--- src/rtl/shift_reg_sequencer_pkg.sv ---
// Shared encodings for the shift-register sequencer.
// Optional rotate support is enabled by defining SHIFT_SEQ_ROTATE_EN.
package shift_reg_sequencer_pkg;

  typedef enum logic [1:0] {
    OP_NOP  = 2'b00,
    OP_LOAD = 2'b01,
    OP_SHL  = 2'b10,
    OP_SHR  = 2'b11
  } op_e;

  typedef enum logic [1:0] {
    ST_IDLE  = 2'b00,
    ST_LOAD  = 2'b01,
    ST_SHIFT = 2'b10,
    ST_DONE  = 2'b11
  } state_e;

  typedef enum logic [1:0] {
    SEL_HOLD  = 2'b00,
    SEL_LEFT  = 2'b01,
    SEL_RIGHT = 2'b10,
    SEL_LOAD  = 2'b11
  } sel_e;

`ifdef SHIFT_SEQ_ROTATE_EN
  localparam bit ROT_EN = 1'b1;
`else
  localparam bit ROT_EN = 1'b0;
`endif

endpackage

--- src/rtl/shift_reg_sequencer_core.sv ---
// WIDTH-bit shift/load register steered by a 2-bit select.
// Module shift_reg_core; holds value on SEL_HOLD.
module shift_reg_core
  import shift_reg_sequencer_pkg::*;
#(
  parameter int WIDTH = 4
) (
  input  logic             clk,
  input  logic             reset,
  input  sel_e             i_sel,
  input  logic             i_fill,
  input  logic [WIDTH-1:0] i_data,
  output logic [WIDTH-1:0] o_q
);

  logic [WIDTH-1:0] r_q;

  always_ff @(posedge clk) begin
    if (reset) begin
      r_q <= '0;
    end else begin
      unique case (i_sel)
        SEL_LEFT:  r_q <= {r_q[WIDTH-2:0], i_fill};
        SEL_RIGHT: r_q <= {i_fill, r_q[WIDTH-1:1]};
        SEL_LOAD:  r_q <= i_data;
        default:   r_q <= r_q;
      endcase
    end
  end

  assign o_q = r_q;

endmodule

--- src/rtl/shift_reg_sequencer.sv ---
// Command sequencer: NOP / LOAD / SHL / SHR over a shift register.
// Define SHIFT_SEQ_ROTATE_EN to honour cmd_rot (fill = exiting bit).
module shift_reg_sequencer
  import shift_reg_sequencer_pkg::*;
#(
  parameter int WIDTH = 4,
  parameter int CNT_W = 3
) (
  input  logic             clk,
  input  logic             reset,
  input  logic             cmd_valid,
  output logic             cmd_ready,
  input  logic [1:0]       cmd_op,
  input  logic [CNT_W-1:0] cmd_count,
  input  logic [WIDTH-1:0] cmd_data,
  input  logic             cmd_rot,
  input  logic             ser_in,
  output logic             ser_out,
  output logic             ser_out_valid,
  output logic [WIDTH-1:0] reg_out,
  output logic             busy,
  output logic             done
);

  state_e           r_state;
  op_e              r_op;
  logic [CNT_W-1:0] r_cnt;
  logic [WIDTH-1:0] r_data;
  logic             r_rot;
  logic             r_ready;
  logic             r_busy;
  logic             r_done;
  logic             r_sov;

  op_e              w_op;
  logic             w_is_shift;
  logic             w_exit;
  logic             w_fill;
  sel_e             w_sel;
  logic [WIDTH-1:0] w_q;

  assign w_op       = op_e'(cmd_op);
  assign w_is_shift = (w_op == OP_SHL) || (w_op == OP_SHR);

  always_ff @(posedge clk) begin
    if (reset) begin
      r_state <= ST_IDLE;
      r_op    <= OP_NOP;
      r_cnt   <= '0;
      r_data  <= '0;
      r_rot   <= 1'b0;
      r_ready <= 1'b1;
      r_busy  <= 1'b0;
      r_done  <= 1'b0;
      r_sov   <= 1'b0;
    end else begin
      unique case (r_state)
        ST_IDLE: begin
          if (cmd_valid && r_ready) begin
            r_op    <= w_op;
            r_cnt   <= cmd_count;
            r_data  <= cmd_data;
            r_rot   <= cmd_rot;
            r_ready <= 1'b0;
            r_busy  <= 1'b1;
            if (w_op == OP_LOAD) begin
              r_state <= ST_LOAD;
            end else if (w_is_shift && cmd_count != '0) begin
              r_state <= ST_SHIFT;
              r_sov   <= 1'b1;
            end else begin
              r_state <= ST_DONE;
              r_done  <= 1'b1;
            end
          end
        end
        ST_LOAD: begin
          r_state <= ST_DONE;
          r_done  <= 1'b1;
        end
        ST_SHIFT: begin
          r_cnt <= r_cnt - 1'b1;
          if (r_cnt == CNT_W'(1)) begin
            r_state <= ST_DONE;
            r_sov   <= 1'b0;
            r_done  <= 1'b1;
          end
        end
        default: begin
          r_state <= ST_IDLE;
          r_done  <= 1'b0;
          r_busy  <= 1'b0;
          r_ready <= 1'b1;
        end
      endcase
    end
  end

  // Bit leaving the register this cycle; also the rotate fill.
  assign w_exit = (r_op == OP_SHL) ? w_q[WIDTH-1] : w_q[0];
  assign w_fill = (ROT_EN && r_rot) ? w_exit : ser_in;

  always_comb begin
    w_sel = SEL_HOLD;
    unique case (r_state)
      ST_LOAD:  w_sel = SEL_LOAD;
      ST_SHIFT: w_sel = (r_op == OP_SHL) ? SEL_LEFT : SEL_RIGHT;
      default:  w_sel = SEL_HOLD;
    endcase
  end

  shift_reg_core #(
    .WIDTH (WIDTH)
  ) u_core (
    .clk    (clk),
    .reset  (reset),
    .i_sel  (w_sel),
    .i_fill (w_fill),
    .i_data (r_data),
    .o_q    (w_q)
  );

  assign cmd_ready     = r_ready;
  assign busy          = r_busy;
  assign done          = r_done;
  assign ser_out_valid = r_sov;
  assign ser_out       = r_sov & w_exit;
  assign reg_out       = w_q;

endmodule
--- config.mk ---
export PLATFORM = sky130hd
export DESIGN_NAME = shift_reg_sequencer
export DESIGN_NICKNAME = d
export VERILOG_FILES = /design/src/rtl/shift_reg_sequencer_pkg.sv /design/src/rtl/shift_reg_sequencer_core.sv /design/src/rtl/shift_reg_sequencer.sv
export SDC_FILE = /design/constraint.sdc
export NUM_CORES = 1
export LEC_CHECK = 0
export CORE_MARGIN = 1
export CORE_UTILIZATION = 45
export DETAILED_ROUTE_END_ITERATION = 8
export DONT_BUFFER_PORTS = 1
export PLACE_DENSITY_LB_ADDON = 0.3
export SYNTH_ARGS = -nofsm -noshare
export SYNTH_HDL_FRONTEND = slang
export SYNTH_SLANG_ARGS = --single-unit
--- constraint.sdc ---
create_clock -name clk -period 1.7 [get_ports clk]
set_input_delay 0.51 -clock clk [delete_from_list [all_inputs] [get_ports clk]]
set_output_delay 0.51 -clock clk [all_outputs]
set_load 0.05 [all_outputs]
Yosys cells after proc, flatten, opt, wreduce, memory -nomap -nowiden
Index checks and enable logic that the tools add are counted.
{"block": "word_totals", "reg_bits": 19, "inputBits": 14, "out_inout_bits": 9, "word_cells": 66}
{"block": "classes", "n_addsub": 1, "n_eq_ne": 15, "muxes": 25, "bitwise": 2, "reduce_logical": 14}
{"op": "2-bit equality test (second input constant)", "count": 6}
{"op": "1-bit two-way mux", "count": 12}
{"op": "4-bit case mux with 3 select lines", "count": 1}
{"op": "2-bit != test (second input constant)", "count": 5}
{"op": "2-bit two-way mux", "count": 4}
{"op": "2-bit AND reduction", "count": 4}
{"op": "2-bit by 1-bit equality test with 1-bit output (second input constant)", "count": 3}
{"op": "1-bit case mux with 2 select lines", "count": 3}
{"op": "2-bit case mux with 3 select lines", "count": 1}
{"op": "3-bit case mux with 2 select lines", "count": 1}
{"op": "3-bit nonzero test", "count": 2}
{"op": "5-bit AND reduction", "count": 1}
{"op": "2-bit case mux with 2 select lines", "count": 1}
{"op": "4-bit AND reduction", "count": 1}
{"op": "3-bit by 1-bit equality test with 1-bit output (second input constant)", "count": 1}
{"op": "3-bit two-way mux", "count": 1}
{"op": "1-bit case mux with 3 select lines", "count": 1}
{"op": "3-bit by 1-bit subtractor with 3-bit output (second input constant)", "count": 1}
{"op": "1-bit logical AND", "count": 2}
{"op": "2-bit zero test", "count": 1}
{"op": "2-bit nonzero test", "count": 1}
{"op": "2-bit OR reduction", "count": 1}
{"op": "1-bit bitwise AND", "count": 1}
{"op": "1-bit logical OR", "count": 1}
{"op": "1-bit inverter", "count": 1}

Longest topological paths before layout
{"block": "depth", "ltp_word": 7, "depth_mapped": 6, "depth_no_buf": 6}

Cells and area by module
A second synthesis with hierarchy kept.
{"block": "unflattened", "hier_cells": 105, "area_unflattened_um2": 991.0}
{"module": "shift_reg_sequencer", "instances": 1, "cells_each": 93, "area_per_inst_um2": 795.8, "seq_area_each_um2": 300.3}
{"module": "shift_reg_core", "instances": 1, "cells_each": 12, "area_per_inst_um2": 195.2, "seq_area_each_um2": 80.1}

Worst setup path before layout
No wires, ideal clock.
{"block": "synth_path", "path_kind": "register to output", "startpoint": "register u_core.r_q[3], in the netlist u_core.o_q[3]", "endpoint": "output port ser_out", "t_arrival_ps": 1507, "t_required_ps": 1190, "path_slack_ps": -317, "stages_incl_launch_ff": 3, "n_path_buf": 0, "cell_sequence": "dfxtp_1 mux2i_1 nor2b_1"}
{"block": "synth_between", "elab_chain_cells": 2}
{"element": "start: declaration", "line_no": "shift_reg_sequencer_core.sv:16", "text": "logic [WIDTH-1:0] r_q;"}
{"element": "start signal: assignment", "line_no": "shift_reg_sequencer_core.sv:23", "text": "SEL_LEFT: r_q <= {r_q[WIDTH-2:0], i_fill};"}
{"element": "start signal: assignment", "line_no": "shift_reg_sequencer_core.sv:24", "text": "SEL_RIGHT: r_q <= {i_fill, r_q[WIDTH-1:1]};"}
{"element": "start signal: assignment", "line_no": "shift_reg_sequencer_core.sv:25", "text": "SEL_LOAD: r_q <= i_data;"}
{"element": "1-bit two-way mux", "line_no": "shift_reg_sequencer.sv:100", "text": "assign w_exit = (r_op == OP_SHL) ? w_q[WIDTH-1] : w_q[0];"}
{"element": "1-bit bitwise AND", "line_no": "shift_reg_sequencer.sv:127", "text": "assign ser_out = r_sov & w_exit;"}
{"element": "end: declaration", "line_no": "shift_reg_sequencer.sv:18", "text": "output logic ser_out,"}
Every way passes these cells.

Worst setup path in the final report
{"block": "layout_path", "startpoint": "register r_op[1]", "endpoint": "output port ser_out"}
{"block": "layout_between", "elab_chain_cells": 3}
{"element": "start: declaration", "line_no": "shift_reg_sequencer.sv:26", "text": "op_e r_op;"}
{"element": "start signal: assignment", "line_no": "shift_reg_sequencer.sv:60", "text": "r_op <= w_op;"}
{"element": "2-bit equality test", "line_no": "shift_reg_sequencer.sv:100"}
{"element": "1-bit two-way mux", "line_no": "shift_reg_sequencer.sv:100"}
{"element": "1-bit bitwise AND", "line_no": "shift_reg_sequencer.sv:127"}
Every way passes these cells.

==> results.md <==
- Hold Crit Class: primary input to register
- Core Area: 0.00206 mm^2
- Initial antenna violation count: 0
- Synth Register Bits: 19
- Final count of negative-setup-slack endpoints: 2
- WL per Instance: 13.9 um
- Leading area contributor after synthesis: dfxtp_1
- Final Max Tran Viols: 0
- Power per cell area: 1810 mW/mm^2
- Die height: 50.0 um
- Area of the multi-input gates: 666 um^2
- Count leader, synth: dfxtp_1
- Crit-path leading delay family: flip-flops
- Vias in the first global route: 931
- Share of layout cells above drive strength 1: 0.298
- CTS Buf Count: 3
- Crit path buf inv count: 1
- Worst path most repeated cell: nor2b_4
- Die X: 50.0 um
- Part of the cycle the worst path needs: 1.06
- Vias post-DR: 943
- GP Congestion: 0.829
- Ys async rst share: 0
- Worst clock skew: 0.0102 ns
- Largest cells by area after synthesis: dfxtp_1, ha_1, a21oi_1, nand2_1, mux2i_1
- Mean number of vias per cell: 5.61
- Worst EP arrival: 1.30 ns
- Synth cell count leaders: dfxtp_1, nand2_1, a21oi_1, nor2_1, ha_1
- Setup TNS: -0.119 ns
- CP max stage cell: dfxtp_2
- Max VDD drop: 1.06 mV
- Initial DRC Count: 24
- Grt ovf: 0
- First-pass GRT wire length: 4040 um
- Syn avg cell area: 8.48 um^2
- Placement Setup Slack: -0.0571 ns
- Crit. End Element: primary output
- HPWL after DPL: 1700 um
- Crit path kind: register to primary output
- Metal2 WL: 1190 um
- Post-route DRC: 0
- Max layer used: met4
- Post-synthesis cell area: 0.00103 mm^2
- Final Hold Viols: 0
- Crit path cell chain: nor2b_4 > mux2i_2 > nor2b_4 > buf_12
- Worst slew margin: 0.633
- Worst skew pair latency: 0.30 ns
- Mapped Cells: 122
- LEAKAGE: 0.000486 uW
- First-pass DRT Iterations: 4
- Clock Tree Root: clkbuf_4
- Status: finished, violations left
- ANT cells: 0
- Number of synthesis warnings: 0
- I/O pin total: 23
- Sequential cell area: 389 um^2
- Slew @ Worst Pin: 0.549 ns
- Syn-to-layout area delta: 24.2%
- Main synth FF type: dfxtp_1
- Input/output buffers: 0
- Total routing usage reported by global routing: 0.211
- Failing checks: negative setup slack
- CTS tree: done
- Max Freq: 554 MHz
- Wire length on met1: 1040 um
- Hold_buf cts: 0
- Layout Nets: 163
- CP max stage delay: 0.34 ns
- Post-layout min period: 1.81 ns
- Mapped Nets: 143
- Pin count of the biggest net entering global routing: 19
- Register area share after synthesis: 0.368
- Reg clk slew, reported paths: 0.11 ns
- Yosys cell types: 35
- H-tree depth: 1
- Clock Tree Buf Depth: 2
- MaxCap Viol Count: 0
- Drt total wl: 2340 um
- Initial core utilization: 0.502
- Clock sink total: 19
- Standard-cell rows: 16
- Post-synth top area share: 0.368
- Met3 wire length: 97 um
- EDFF count, synth: 0
- Fillers: 193
- RSZ-0062 raised after global routing: true
- Req. time, crit path: 1.19 ns
- Worst Slack Setup Final: -0.105 ns
- ANT nets after route: 0
- Setup slack, reg-to-reg: -0.01 ns
- Die area: 0.00250 mm^2
- Worst setup SP type: register
- Worst Path Max Fanout: 2
[state kept, by name, summed over array words and instances (netlist names)]
name / count
ser_out_valid: 1
r_cnt: 3
done: 1
u_core.o_q: 4
cmd_ready: 1
r_data: 4
r_state: 2
busy: 1
r_op: 2
[power breakdown]
| part | switching [uW] | internal (uW) | total, uW |
|---|---|---|---|
| logic | 737 | 601 | 1340 |
| clock network | 142 | 91.5 | 233 |
| registers | 173 | 586 | 759 |
| total | 1050 | 1280 | 2330 |
[metal layers]
metal / track usage / vias to the layer above
li1: - / 471
met1: 0.267 / 452
met2: 0.360 / 18
met3: 0.0401 / 2
met4: 0.0571 / 0
met5: 0 / -
[what timing repair did]
action / CTS / global route
gates resized for setup: 12 / 5
buffers inserted: 2 / 1
pin swaps: 3 / 1
endpoints found under the setup margin: 8 / 8
[through the flow]
stage | total power (uW) | hold WS [ns] | instances | util | instance area, um^2
final | 2330 | 0.252 | 168 | 0.623 | 1280
after global routing | 2520 | 0.228 | 168 | 0.623 | 1280
after CTS | 2280 | 0.248 | 167 | 0.613 | 1260
after detailed placement | 1980 | 0.444 | 161 | 0.578 | 1190
after global placement | 1930 | 0.434 | 161 | 0.578 | 1190
after floorplan | 1600 | 0.431 | 122 | - | 1040
[final timing paths]
check	start	endpoint	depth (start not counted)
max	r_op[1]	ser_out	4
max reg2reg	r_state[0]	u_core.o_q[2]	6
min	reset	r_state[1]	1
min reg2reg	r_data[2]	r_data[2]	2
[cell families (layout without fill, tap and decap cells)]
group / count (synthesis) / count (layout) / synth area share
AO/OA/AOI/OAI: 31 / 31 / 0.214
buffers and inverters: 9 / 28 / 0.0326
adder cells (fa/ha/maj): 7 / 7 / 0.0846
AND/OR/NAND/NOR: 51 / 51 / 0.253
multiplexers: 5 / 5 / 0.0484
flip-flops: 19 / 19 / 0.368
[final cells by class]
type / count / area share
inverters: 6 / 0.0175
multi-input cells: 94 / 0.518
repair buffers: 18 / 0.115
flip-flops and latches: 19 / 0.303
well taps: 27 / 0.0263
clock buffers: 4 / 0.0204
[cell usage in the layout (no fill, tap or decap), types with 2 or more instances in the layout]
master | Yosys | layout
inv_1 | 6 | 5
ha_1 | 7 | 5
o21ai_0 | 5 | 4
nand2b_1 | 6 | 6
a32o_1 | 4 | 4
dfxtp_1 | 19 | 14
nor2b_4 | 0 | 2
clkbuf_4 | 0 | 3
nor3b_1 | 2 | 2
buf_4 | 0 | 17
nor2_2 | 0 | 2
dfxtp_2 | 0 | 4
nor3_1 | 2 | 2
a21oi_1 | 12 | 12
nor2_1 | 12 | 10
nand2_1 | 15 | 15
ha_2 | 0 | 2
or4_1 | 2 | 2
mux2i_1 | 5 | 4
No activity file was read; power rests on OpenSTA's default activity.
